**src/rtl/uart_tx_stream.sv**
```systemverilog
// UART transmitter fed from a valid/ready byte stream.
// Frames are start, LSB-first data, optional parity, then one or two stop bits.
module uart_tx_stream #(
    parameter int DATA_BIT = 8,
    parameter int DIV_BIT  = 16
) (
    input  logic                clk,
    input  logic                reset,
    input  logic [DIV_BIT-1:0]  baud_div,
    input  logic                parity_en,
    input  logic                parity_odd,
    input  logic                stop2,
    input  logic [DATA_BIT-1:0] s_data,
    input  logic                s_valid,
    output logic                s_ready,
    output logic                tx,
    output logic                busy,
    output logic                done
);

    localparam int BW = $clog2(DATA_BIT) + 1;
    localparam logic [BW-1:0] LAST = BW'(DATA_BIT - 1);

    localparam logic [2:0] IDLE   = 3'd0;
    localparam logic [2:0] START  = 3'd1;
    localparam logic [2:0] DATA   = 3'd2;
    localparam logic [2:0] PARITY = 3'd3;
    localparam logic [2:0] STOP   = 3'd4;

    logic [2:0]          state_q,   state_d;
    logic [DIV_BIT-1:0]  cnt_q,     cnt_d;
    logic [DIV_BIT-1:0]  div_q,     div_d;
    logic [BW-1:0]       bit_q,     bit_d;
    logic [DATA_BIT-1:0] sh_q,      sh_d;
    logic                par_en_q,  par_en_d;
    logic                par_bit_q, par_bit_d;
    logic                stop2_q,   stop2_d;
    logic                tx_q,      tx_d;
    logic                done_q,    done_d;

    assign s_ready = (state_q == IDLE) && !reset;
    assign busy    = (state_q != IDLE);
    assign tx      = tx_q;
    assign done    = done_q;

    // Next-state: latch settings on acceptance, then walk bits on baud boundaries
    always_comb begin
        state_d   = state_q;
        cnt_d     = cnt_q;
        div_d     = div_q;
        bit_d     = bit_q;
        sh_d      = sh_q;
        par_en_d  = par_en_q;
        par_bit_d = par_bit_q;
        stop2_d   = stop2_q;
        tx_d      = tx_q;
        done_d    = 1'b0;
        if (state_q == IDLE) begin
            if (s_valid) begin
                sh_d      = s_data;
                div_d     = baud_div;
                cnt_d     = baud_div;
                par_en_d  = parity_en;
                // Parity is resolved once here so the frame never needs the raw byte again
                par_bit_d = (^s_data) ^ parity_odd;
                stop2_d   = stop2;
                bit_d     = '0;
                tx_d      = 1'b0;
                state_d   = START;
            end
        end else if (cnt_q != '0) begin
            cnt_d = cnt_q - DIV_BIT'(1);
        end else begin
            cnt_d = div_q;
            case (state_q)
                START: begin
                    state_d = DATA;
                    bit_d   = '0;
                    tx_d    = sh_q[0];
                end
                DATA: begin
                    if (bit_q == LAST) begin
                        bit_d = '0;
                        if (par_en_q) begin
                            state_d = PARITY;
                            tx_d    = par_bit_q;
                        end else begin
                            state_d = STOP;
                            tx_d    = 1'b1;
                        end
                    end else begin
                        bit_d = bit_q + BW'(1);
                        sh_d  = sh_q >> 1;
                        tx_d  = sh_d[0];
                    end
                end
                PARITY: begin
                    state_d = STOP;
                    bit_d   = '0;
                    tx_d    = 1'b1;
                end
                STOP: begin
                    tx_d = 1'b1;
                    if (stop2_q && (bit_q == '0)) begin
                        bit_d = BW'(1);
                    end else begin
                        bit_d   = '0;
                        state_d = IDLE;
                        done_d  = 1'b1;
                    end
                end
                default: begin
                    state_d = IDLE;
                    tx_d    = 1'b1;
                end
            endcase
        end
    end

    // State registers; reset aborts any frame and parks the line high
    always_ff @(posedge clk or posedge reset) begin
        if (reset) begin
            state_q   <= IDLE;
            cnt_q     <= '0;
            div_q     <= '0;
            bit_q     <= '0;
            sh_q      <= '0;
            par_en_q  <= 1'b0;
            par_bit_q <= 1'b0;
            stop2_q   <= 1'b0;
            tx_q      <= 1'b1;
            done_q    <= 1'b0;
        end else begin
            state_q   <= state_d;
            cnt_q     <= cnt_d;
            div_q     <= div_d;
            bit_q     <= bit_d;
            sh_q      <= sh_d;
            par_en_q  <= par_en_d;
            par_bit_q <= par_bit_d;
            stop2_q   <= stop2_d;
            tx_q      <= tx_d;
            done_q    <= done_d;
        end
    end

endmodule

```
**config.mk**
```make
export PLATFORM = sky130hd
export DESIGN_NAME = uart_tx_stream
export DESIGN_NICKNAME = d
export VERILOG_FILES = /design/src/rtl/uart_tx_stream.sv
export SDC_FILE = /design/constraint.sdc
export NUM_CORES = 1
export LEC_CHECK = 0
export ABC_AREA = 1
export ABC_CLOCK_PERIOD_IN_PS = 1400
export BUFFER_PORTS_ARGS = -buffer_cell sky130_fd_sc_hd__buf_2
export CORE_ASPECT_RATIO = 0.5
export CORE_MARGIN = 2
export CORE_UTILIZATION = 35
export CTS_CLUSTER_SIZE = 30
export DETAILED_ROUTE_END_ITERATION = 8
export GPL_ROUTABILITY_DRIVEN = 0
export PLACE_DENSITY = 0.66
export SLEW_MARGIN = 40
export SYNTH_ARGS = -nofsm -noshare
export SYNTH_HDL_FRONTEND = slang
export SYNTH_SLANG_ARGS = --single-unit
```
**constraint.sdc**
```tcl
create_clock -name clk -period 1.4 [get_ports clk]
set_input_delay 0.28 -clock clk [delete_from_list [all_inputs] [get_ports clk]]
set_output_delay 0.28 -clock clk [all_outputs]
set_load 0.01 [all_outputs]
```
==> metrics.md, run 1 <==
| Metric | Value |
|---|---|
| Failing checks | setup timing |
| Initial antenna violation count | 0 |
| Worst EP arrival | 1.27 ns |
| CTS Buf Count | 5 |
| # H-tree levels | 2 |
| Cell taking the most area after synthesis | dfrtp_1 |
| R2R depth | 8 |
| Worst r2r dst | cnt_q[2]$_DFFE_PP0P_ |
| Max-slew headroom | 72.4% |
| Hold/Removal Path Class | primary input to register |
| Final Skew | 0.00461 ns |
| Max-Cap Viols | 0 |
| First-pass GRT wire length | 15200 µm |
| Share of layout cells above drive strength 1 | 34.5% |
| R2r startpoint | state_q[0]$_DFFE_PP0P_ |
| Synthesized flop and latch total | 52 |
| Number of global-route vias before repair | 3148 |
| Hold EP | stop2_q$_DFFE_PP0P_ |
| Mapped Cells | 473 |
| DRC errors left | 0 |
| Worst-path fanout max | 6 |
| Layout Cells excl Fill | 700 |
| Syn Std Cell Area | 3340 µm² |
| Peak VDD IR | 828 µV |
| CTS tree | yes |
| Gr usage total | 18.6% |
| Synth area leaders | dfrtp_1 38%, nand2_1 17%, nor2_1 6.9%, o21ai_0 6.0%, inv_1 5.6% |
| HPWL after DPL | 6350 µm |
| Clock Latency Late Sink | 0.29 ns |
| Final Max Tran Viols | 0 |
| Setup slack after layout | -0.154 ns |
| Seq/Total Area, Yosys | 39.0% |
| Run status | finished, violations left |
| Worst hold stages | 3 |
| Port Buffers | 33 |
| YS warnings | 0 |
| Clk buf depth | 2 |
| Max Clk Rate | 0.643 GHz |
| Crit. End Element | output pin |
| Clock sinks | 52 |
| Chip height | 73.1 µm |
| Die Footprint | 10400 µm² |
| Drt first pass iters | 5 |
| Clk root buf | clkbuf_16 |
| Post-synth top area share | 38.2% |
| Period utilisation layout | 111% |
| Setup TNS | -3.38 ns |
| Clock period minus worst slack | 1.55 ns |
| Power per Cell Area | 2260 nW/µm² |
| Post-route ant nets | 0 |
| Largest net degree at the start of global routing | 25 |
| Setup Viol. Count Final | 51 |
| Leak | 2.39 nW |
| Flop-to-flop setup slack | -0.14 ns |
| Unrepaired setup endpoints after global routing | yes |
| Rows | 25 |
| Grt ovf | 0 |
| Syn nets | 507 |
| Placed Cells | 673 |
| FILL cells | 852 |
| Routed vias | 3379 |
| Synth Area per Inst | 7.06 µm² |
| # diodes | 0 |
| Worst-path clk slew | 0.07 ns |
| Tightest Pin Transition | 0.413 ns |
| WL final | 9440 µm |
| Chip width | 142 µm |
| Via density | 4.83 |
| WL/cell | 13.5 µm |
| Count of final hold-check violations | 0 |
| Ports | 34 |
| Iter 0 DRT Violations | 255 |
| CP Class | register to output pin |
| Synth-to-layout area growth | 41.6% |
| Starting Density | 35.7% |
| CP startpoint kind | register |
| Core Footprint | 9350 µm² |
| Worst EP required | 1.12 ns |
| Cell variety after synth | 34 |
| Nets | 612 |
| HP Start | stop2 |
-- worst max-delay path by stage --
stage | startpoint | endpoint | slack, ns
global route | cnt_q[1]$_DFFE_PP0P_ | cnt_q[14]$_DFFE_PP0P_ | -0.21
finish | state_q[0]$_DFFE_PP0P_ | s_ready | -0.15
global placement | cnt_q[1]$_DFFE_PP0P_ | cnt_q[4]$_DFFE_PP0P_ | -0.15
detailed placement | cnt_q[1]$_DFFE_PP0P_ | cnt_q[8]$_DFFE_PP0P_ | -0.18
floorplan | cnt_q[4]$_DFFE_PP0P_ | sh_q[1]$_DFFE_PP0P_ | -0.02
CTS | state_q[1]$_DFFE_PP0P_ | s_ready | -0.18
-- layout by cell type (no fill, tap or decap), types with 2 or more instances in the layout --
cell type and instances:
o21ai_1 13, nand3_1 28, buf_8 2, buf_12 7, nand2_1 139, a21oi_1 5, clkbuf_16 8, nand4_1 10
or2_2 2, xor2_1 3, nand3_4 3, nor2_4 15, o21ai_0 28, nand2_2 15, buf_2 33, dfrtp_1 50
buf_4 56, xnor2_1 3, clkinvlp_4 2, inv_1 46, nand3_2 6, nor2_1 45, inv_2 4, nor2_2 13
buf_6 8, nand2_8 3, nor2_8 2, inv_6 2, o21ai_2 8, clkinv_4 2, nand2_4 3, ha_1 3
nand3b_1 2
-- area by class of cell --
class	count	area (µm²)	share of cell area, %
Sequential cell	52	1300	27.6
Clock buffer	5	125	2.64
Timing Repair Buffer	110	931	19.7
Multi-Input combinational cell	355	1980	41.8
Tap cell	121	151	3.20
Inverter	54	218	4.60
Clock inverter	3	26.3	0.555
-- kinds of logic (layout without fill, tap and decap cells) --
family / Yosys count / in the layout / share of synthesized area [%]
adder cells (fa/ha/maj): 4 / 4 / 1.50
XOR/XNOR: 7 / 7 / 1.84
buffers and inverters: 67 / 172 / 8.73
AO/OA/AOI/OAI: 58 / 58 / 9.51
AND/OR/NAND/NOR: 285 / 286 / 39.4
flip-flops: 52 / 52 / 39.0
-- timing repair --
action,CTS,global route
endpoints found under the hold margin,11,0
gates cloned,1,3
endpoints found under the setup margin,48,50
hold buffers,1,0
setup buffers,10,4
pin swaps,30,11
resized for setup,48,33
-- synthesized netlist by cell type, drive strengths merged --
cell and n:
nand3 37, a21oi 6, o21a 1, nor2 74, buf 11, nand2 160
dfrtp 51, nand3b 2, or2 2, o211ai 1, o21ai 49, ha 4
xnor2 3, xor2 4, dfstp 1, clkbuf 2, o221ai 1, inv 54
nand4 10
-- critical path: stages, from the launching register on --
cell and delay, ns:
dfrtp_1 0.41, nor2_4 0.17, nand2_8 0.08, buf_8 0.13, nor2_2 0.06, buf_2 0.12
-- report_power, final --
group | switching [mW] | internal [mW]
Sequential | 0.443 | 2.19
Combinational | 3.71 | 3.08
Clock | 0.604 | 0.677
Total | 4.75 | 5.94
-- flip-flops by register name (all words and copies together) (netlist names) --
name,flops
par_en_q,1
state_q,3
bit_q,4
par_bit_q,1
cnt_q,16
tx,1
stop2_q,1
div_q,16
done,1
sh_q,8
-- stage by stage --
step	cell area [µm²]	hold slack (ns)	worst slack [ns]	util, %	power, mW
finish	4730	0.193	-0.154	50.6	10.7
detailed placement	4110	0.316	-0.182	43.9	8.01
global route	4730	0.212	-0.212	50.6	11.6
global placement	4110	0.315	-0.146	43.9	7.94
floorplan	3360	0.335	-0.0228	-	5.99
CTS	4520	0.196	-0.176	48.3	10.1
-- layer usage --
metal,track usage (%),wire (µm)
met1,24.9,4270
met5,0,0
met3,3.08,366
met4,4.44,137
met2,31.9,4660
Power figures use the tool's default switching activity.
==> run 2: changes to the inputs <==
- BUFFER_PORTS_ARGS: -buffer_cell sky130_fd_sc_hd__buf_2 -> default
- CORE_UTILIZATION: 35 -> 40
- DONT_BUFFER_PORTS: default -> 1
- PLACE_DENSITY: 0.66 -> 0.68
==> run 2 against run 1 <==
  * The run still ends with setup timing left
  * Cell count is 7.1% lower
  * Die area decreased by 12%
  * Register-to-register slack gained 0.02 ns
  * Worst hold slack lost 0.087 ns
  * Power decreased by 1.1%
  * Clock power grew 15%
  * Critical endpoint is now cnt_q[14]$_DFFE_PP0P_
==> metrics.md, run 2 (same netlist as run 1, synthesis figures left out) <==
| Metric | Value |
|---|---|
| Met2 Use GR | 34.4% (+2.5 points) |
| Worst path max stage delay | 0.39 ns (-0.02 ns) |
| CTS tree | yes |
| CP Class | register to register |
| DRC errors left | 0 (unchanged) |
| First-pass GRT wire length | 14100 µm (-7.2%) |
| HP Start | baud_div[3] |
| Max-Cap Viols | 0 (unchanged) |
| Commonest non-fill, non-tap cell in the layout | nand2_1 |
| Starting Density | 41.5% (+5.7 points) |
| Hold EP | div_q[3]$_DFFE_PP0P_ |
| Flop-to-flop setup slack | -0.12 ns (+0.02 ns) |
| # diodes | 0 (unchanged) |
| Unrepaired setup endpoints after global routing | yes |
| Port Buffers | 0 (-100%) |
| Layout Cells excl Fill | 650 (-7.1%) |
| Worst EP required | 1.62 ns (+0.50 ns) |
| Hold/Removal Path Class | primary input to register |
| Via density | 4.86 (+0.78%) |
| Logic pwr share | 61.3% (-2.1 points) |
| Run status | finished, violations left |
| CP startpoint kind | register |
| Period utilisation layout | 108% (-2.7 points) |
| R2r startpoint | cnt_q[1]$_DFFE_PP0P_ |
| Met3 GRT Util | 3.22% (+0.13 points) |
| Crit path top cell by count | nand3_4 |
| Clock period minus worst slack | 1.52 ns (-0.0372 ns) |
| Most frequent cells in the layout | 137 x nand2_1, 50 x dfrtp_1, 50 x buf_4, 46 x inv_1, 39 x nor2_1 |
| Power per Cell Area | 2360 nW/µm² (+4.4%) |
| Final Max Tran Viols | 0 (unchanged) |
| Internal | 5.94 mW (about the same) |
| # H-tree levels | 2 (unchanged) |
| R2R depth | 9 (+1) |
| Worst path bufs/invs | 2 (unchanged) |
| Die Footprint | 9140 µm² (-12%) |
| Met1 Usage GRT | 26.2% (+1.3 points) |
| Core Footprint | 8060 µm² (-14%) |
| Max Clk Rate | 0.659 GHz (+2.5%) |
| Setup Viol. Count Final | 47 (-7.8%) |
| Iter 0 DRT Violations | 259 (+1.6%) |
| Clk root buf | clkbuf_16 |
| Gr usage total | 19.5% (+0.94 points) |
| Routed vias | 3162 (-6.4%) |
| Top flop regs | cnt_q: 16 flops, div_q: 16 flops, sh_q: 8 flops |
| Chip width | 133 µm (-6.3%) |
| Peak VDD IR | 1050 µV (+26%) |
| HPWL after DPL | 6110 µm (-3.7%) |
| Leak | 2.19 nW (-8.1%) |
| WL final | 8680 µm (-8.0%) |
| CTS Buf Count | 5 (unchanged) |
| Count of final hold-check violations | 0 (unchanged) |
| Clk buf depth | 2 (unchanged) |
| Tightest Pin Transition | 0.465 ns (+0.0523 ns) |
| Cells along the critical path | inv_2 -> ha_4 -> nand3_4 -> nor2_4 -> nand3_4 -> buf_6 -> nor2_2 -> nor2_1 -> a21oi_1 |
| Rows | 23 (-8.0%) |
| Crit. End Element | register |
| Failing checks | setup timing |
| Synth-to-layout area growth | 34.2% |
| Critical path's top delay family | simple AND/OR/NAND/NOR gates |
| Worst-path clk slew | 0.07 ns (about the same) |
| Nets | 571 (-6.7%) |
| Psw | 4.65 mW (-2.3%) |
| FILL cells | 737 (-13%) |
| WL/cell | 13.4 µm (-0.89%) |
| Critical path's slowest cell | dfrtp_1 |
| Worst EP arrival | 1.74 ns (+0.47 ns) |
| Worst-path fanout max | 4 (-2) |
| Drt first pass iters | 5 (unchanged) |
| Tot Pwr | 10.6 mW (-1.1%) |
| Largest net degree at the start of global routing | 35 (+40%) |
| Seq pwr share | 24.9% (+0.3 points) |
| Gr busiest metal | met2 |
| Setup slack after layout | -0.117 ns (+0.0372 ns) |
| Number of global-route vias before repair | 2892 (-8.1%) |
| Placed Cells | 630 (-6.4%) |
| Final Skew | 0.00582 ns (+0.00121 ns) |
| Sw Share | 43.9% (-0.55 points) |
| Chip height | 68.6 µm (-6.1%) |
| Post-route ant nets | 0 (unchanged) |
| Clock Latency Late Sink | 0.29 ns (about the same) |
| Worst hold stages | 2 (-1) |
| Grt ovf | 0 (unchanged) |
| Share of layout cells above drive strength 1 | 30.9% (-3.7 points) |
| Max-slew headroom | 69.0% (-3.5 points) |
| Clock sinks | 52 (unchanged) |
| Worst r2r dst | cnt_q[14]$_DFFE_PP0P_ |
| Clock power share | 13.8% (+1.8 points) |
| Ports | 34 (unchanged) |
| Initial antenna violation count | 0 (unchanged) |
run 2: worst max-delay path by stage:
stage / endpoint / slack [ns] / start / cells after the start
after global routing: cnt_q[12]$_DFFE_PP0P_ / -0.23 / cnt_q[1]$_DFFE_PP0P_ / 9
final: cnt_q[14]$_DFFE_PP0P_ / -0.12 / cnt_q[1]$_DFFE_PP0P_ / 9
after floorplan: sh_q[1]$_DFFE_PP0P_ / -0.02 / cnt_q[4]$_DFFE_PP0P_ / 10
after detailed placement: cnt_q[11]$_DFFE_PP0P_ / -0.14 / cnt_q[4]$_DFFE_PP0P_ / 10
after global placement: cnt_q[8]$_DFFE_PP0P_ / -0.14 / cnt_q[1]$_DFFE_PP0P_ / 9
after CTS: s_ready / -0.11 / state_q[1]$_DFFE_PP0P_ / 4
run 2: power groups by stage:
stage               Clock, mW  Sequential, mW  Combinational [mW]
floorplan                   0            2.59                3.40
global placement            0            2.58                5.18
detailed placement          0            2.60                5.24
CTS                      1.48            2.61                6.10
global route             1.54            2.70                7.18
finish                   1.47            2.63                6.49
run 2: stage by stage:
| step | utilization [%] | hold slack [ns] | worst slack (ns) | area [µm²] | TNS, ns |
|---|---|---|---|---|---|
| floorplan | - | 0.335 | -0.0228 | 3360 | -0.146 |
| global placement | 48.2 | 0.215 | -0.145 | 3880 | -3.10 |
| detailed placement | 48.2 | 0.222 | -0.142 | 3880 | -3.11 |
| CTS | 54.2 | 0.104 | -0.107 | 4370 | -2.27 |
| global route | 55.7 | 0.105 | -0.228 | 4480 | -7.75 |
| finish | 55.7 | 0.106 | -0.117 | 4480 | -3.17 |
run 2: layer usage:
layer,vias up,part of all wire [%]
li1,1627,-
met1,1479,48
met2,51,48
met5,-,0
met4,0,0.66
met3,5,3.6
run 2: worst register-to-register path: stages (launching register included):
cell     delay [ns]
dfrtp_1        0.39
inv_2          0.10
ha_4           0.16
nand3_4        0.09
nor2_4         0.16
nand3_4        0.14
buf_6          0.15
nor2_2         0.08
nor2_1         0.06
a21oi_1        0.13
run 2: repair_timing:
item / 4_1_cts / 5_1_grt
hold buffers: 1 / 0
gates cloned: 1 / 0
pin swaps: 31 / 27
buffers inserted: 7 / 4
hold endpoints to repair: 51 / 0
setup endpoints to repair: 43 / 54
resized for setup: 63 / 28
run 2: layout make-up:
| class | instances | area (µm²) | area share (%) |
|---|---|---|---|
| Tap cell | 112 | 140 | 3.12 |
| Sequential cell | 52 | 1300 | 29.1 |
| Multi-Input combinational cell | 355 | 2010 | 44.8 |
| Timing Repair Buffer | 69 | 636 | 14.2 |
| Clock buffer | 6 | 139 | 3.10 |
| Inverter | 54 | 216 | 4.83 |
| Clock inverter | 2 | 38.8 | 0.865 |
==> run 3: changes to the inputs <==
- CORE_MARGIN: 2 -> default
- SETUP_SLACK_MARGIN: default -> 0.4
==> run 3 against run 2 <==
  * The run ends with DRC, hold timing, setup timing left
  * Wire length is 11% higher
  * Count of clock-buffer cells in the layout stayed put
  * First-iteration DRC count is 3.9% lower
  * Die area is 4.4% lower
  * Clock power is 5% lower
  * Power is 6.6% higher
  * Sequential cell count stayed put
  * Cell count is 0.46% higher
  * Combinational power is 11% higher
  * Largest cell class unchanged
  * Sequential share of layout area is 1.6 points lower
  * Global-route usage is 2.7 points higher
  * Critical path type unchanged
==> metrics.md, run 3 (same netlist as run 1, synthesis figures left out) <==
| Metric | Value |
|---|---|
| Max Clk Rate | 0.617 GHz (-6.4%) |
| Crit. End Element | register |
| Clk buf depth | 2 (unchanged) |
| Period utilisation layout | 116% (+7.4 points) |
| Grt ovf | 0 (unchanged) |
| Final Max Tran Viols | 0 (unchanged) |
| Chip height | 66.6 µm (-2.9%) |
| Core Footprint | 8060 µm² (unchanged) |
| Crit. Startpoint | cnt_q[8]$_DFFE_PP0P_ |
| Max-Cap Viols | 0 (unchanged) |
| Clock Latency Late Sink | 0.29 ns (about the same) |
| Final Skew | 0.00413 ns (-0.00168 ns) |
| # H-tree levels | 2 (unchanged) |
| Clock period minus worst slack | 1.62 ns (+0.104 ns) |
| Peak VDD IR | 930 µV (-11%) |
| Hold/Removal Path Class | primary input to async pin |
| Synth-to-layout area growth | 41.8% |
| Clock sinks | 52 (unchanged) |
| Post-route ant nets | 0 (unchanged) |
| Worst EP required | 1.59 ns (-0.03 ns) |
| CP startpoint kind | register |
| WL/cell | 14.8 µm (+11%) |
| Rows | 23 (unchanged) |
| Count of final hold-check violations | 18 (+18) |
| # diodes | 0 (unchanged) |
| Max-slew headroom | 67.4% (-1.6 points) |
| Worst EP arrival | 1.82 ns (+0.08 ns) |
| Port Buffers | 0 (unchanged) |
| Number of global-route vias before repair | 3117 (+7.8%) |
| Setup Viol. Count Final | 49 (+4.3%) |
| Worst-path clk slew | 0.07 ns (about the same) |
| HPWL after DPL | 6300 µm (+3.1%) |
| Leak | 2.36 nW (+7.8%) |
| Power per Cell Area | 2380 nW/µm² (+0.94%) |
| Most frequent cells in the layout | 104 x nand2_1, 51 x buf_4, 50 x dfrtp_1, 44 x inv_1, 41 x nor2_1 |
| Via density | 5.11 (+5.0%) |
| Starting Density | 41.5% (unchanged) |
| Clk root buf | clkbuf_16 |
| DRC errors left | 2 (+2) |
| Layout Cells excl Fill | 653 (+0.46%) |
| Setup TNS | -5.77 ns (-2.60 ns) |
| Iter 0 DRT Violations | 249 (-3.9%) |
| Die Footprint | 8740 µm² (-4.4%) |
| Initial antenna violation count | 0 (unchanged) |
| CTS Buf Count | 5 (unchanged) |
| Tightest Pin Transition | 0.488 ns (+0.0233 ns) |
| Flop-to-flop setup slack | -0.22 ns (-0.10 ns) |
| Worst-path fanout max | 7 (+3) |
| Commonest non-fill, non-tap cell in the layout | nand2_1 |
| Pre-CTS setup slack | -0.186 ns (-0.0441 ns) |
| Chip width | 131 µm (-1.5%) |
| Placed Cells | 622 (-1.3%) |
| R2R depth | 9 (unchanged) |
| Largest net degree at the start of global routing | 25 (-29%) |
| Routed vias | 3334 (+5.4%) |
| Share of layout cells above drive strength 1 | 39.0% (+8.1 points) |
| Run status | finished, violations left |
| Top flop regs | cnt_q: 16 flops, div_q: 16 flops, sh_q: 8 flops |
| Nets | 574 (+0.53%) |
| WL final | 9640 µm (+11%) |
| First-pass GRT wire length | 15100 µm (+7.6%) |
| CP Class | register to register |
| Ports | 34 (unchanged) |
| R2r startpoint | cnt_q[8]$_DFFE_PP0P_ |
| Gr usage total | 22.2% (+2.7 points) |
| End of the critical path | cnt_q[5]$_DFFE_PP0P_ |
| Hold WS | -0.129 ns (-0.235 ns) |
| Worst r2r dst | cnt_q[5]$_DFFE_PP0P_ |
| CTS tree | yes |
| Failing checks | DRC, hold timing, setup timing |
| Unrepaired setup endpoints after global routing | yes |
| Setup slack after layout | -0.221 ns (-0.104 ns) |
| Drt first pass iters | 7 (+2) |
-- run 3: report_power, final --
group | switching (mW) | internal [mW]
registers | 0.493 | 2.19
clock network | 0.559 | 0.842
logic | 3.95 | 3.25
total | 5.01 | 6.28
-- run 3: critical path, cell delays in order, from the launching register on --
cell and delay (ns):
dfrtp_1 0.38, nor2_2 0.19, nand2_2 0.12, nor2_2 0.18, nand2_4 0.10, buf_4 0.18, nand3_1 0.13, nand3_2 0.10
nand2_1 0.09, inv_1 0.04
-- run 3: routing by layer --
metal  global-route usage, %  vias to the layer above  routed length, µm
met5                       0                        -                  0
met4                    6.62                        0                140
met3                    4.57                       19                556
met2                    38.1                      110               4730
met1                    28.5                     1579               4220
li1                        -                     1626                  -
-- run 3: layout make-up --
type / instances / area [µm²]
clock buffers: 6 / 129
repair inverters: 1 / 11.3
repair buffers: 71 / 727
clock inverters: 2 / 35.0
flip-flops and latches: 52 / 1300
inverters: 54 / 226
multi-input cells: 355 / 2160
fillers: 645 / 3320
well taps: 112 / 140
-- run 3: worst min-delay path by stage --
stage                     slack (ns)   from  cells after the start              endpoint
after floorplan                 0.33  reset                      1  bit_q[0]$_DFFE_PP0P_
after detailed placement        0.20  reset                      1  div_q[4]$_DFFE_PP0P_
after global routing           -0.09  reset                      1  div_q[4]$_DFFE_PP0P_
after global placement          0.19  reset                      1  div_q[0]$_DFFE_PP0P_
after CTS                      -0.11  reset                      1  div_q[4]$_DFFE_PP0P_
final                          -0.13  reset                      1  div_q[0]$_DFFE_PP0P_
-- run 3: through the flow --
step	power (mW)	util (%)	cell area (µm²)
2_1_floorplan	6.10	-	3400
3_3_place_gp	7.84	48.0	3870
3_5_place_dp	7.93	48.0	3870
4_1_cts	10.6	55.9	4510
5_1_grt	12.1	58.8	4740
6_report	11.3	58.8	4740
-- run 3: repair_timing --
| action | CTS | global route |
|---|---|---|
| pin swaps | 37 | 28 |
| cloned | 4 | 0 |
| setup endpoints to repair | 55 | 55 |
| setup buffers | 15 | 4 |
| hold endpoints to repair | 18 | 18 |
| gates resized for setup | 88 | 52 |
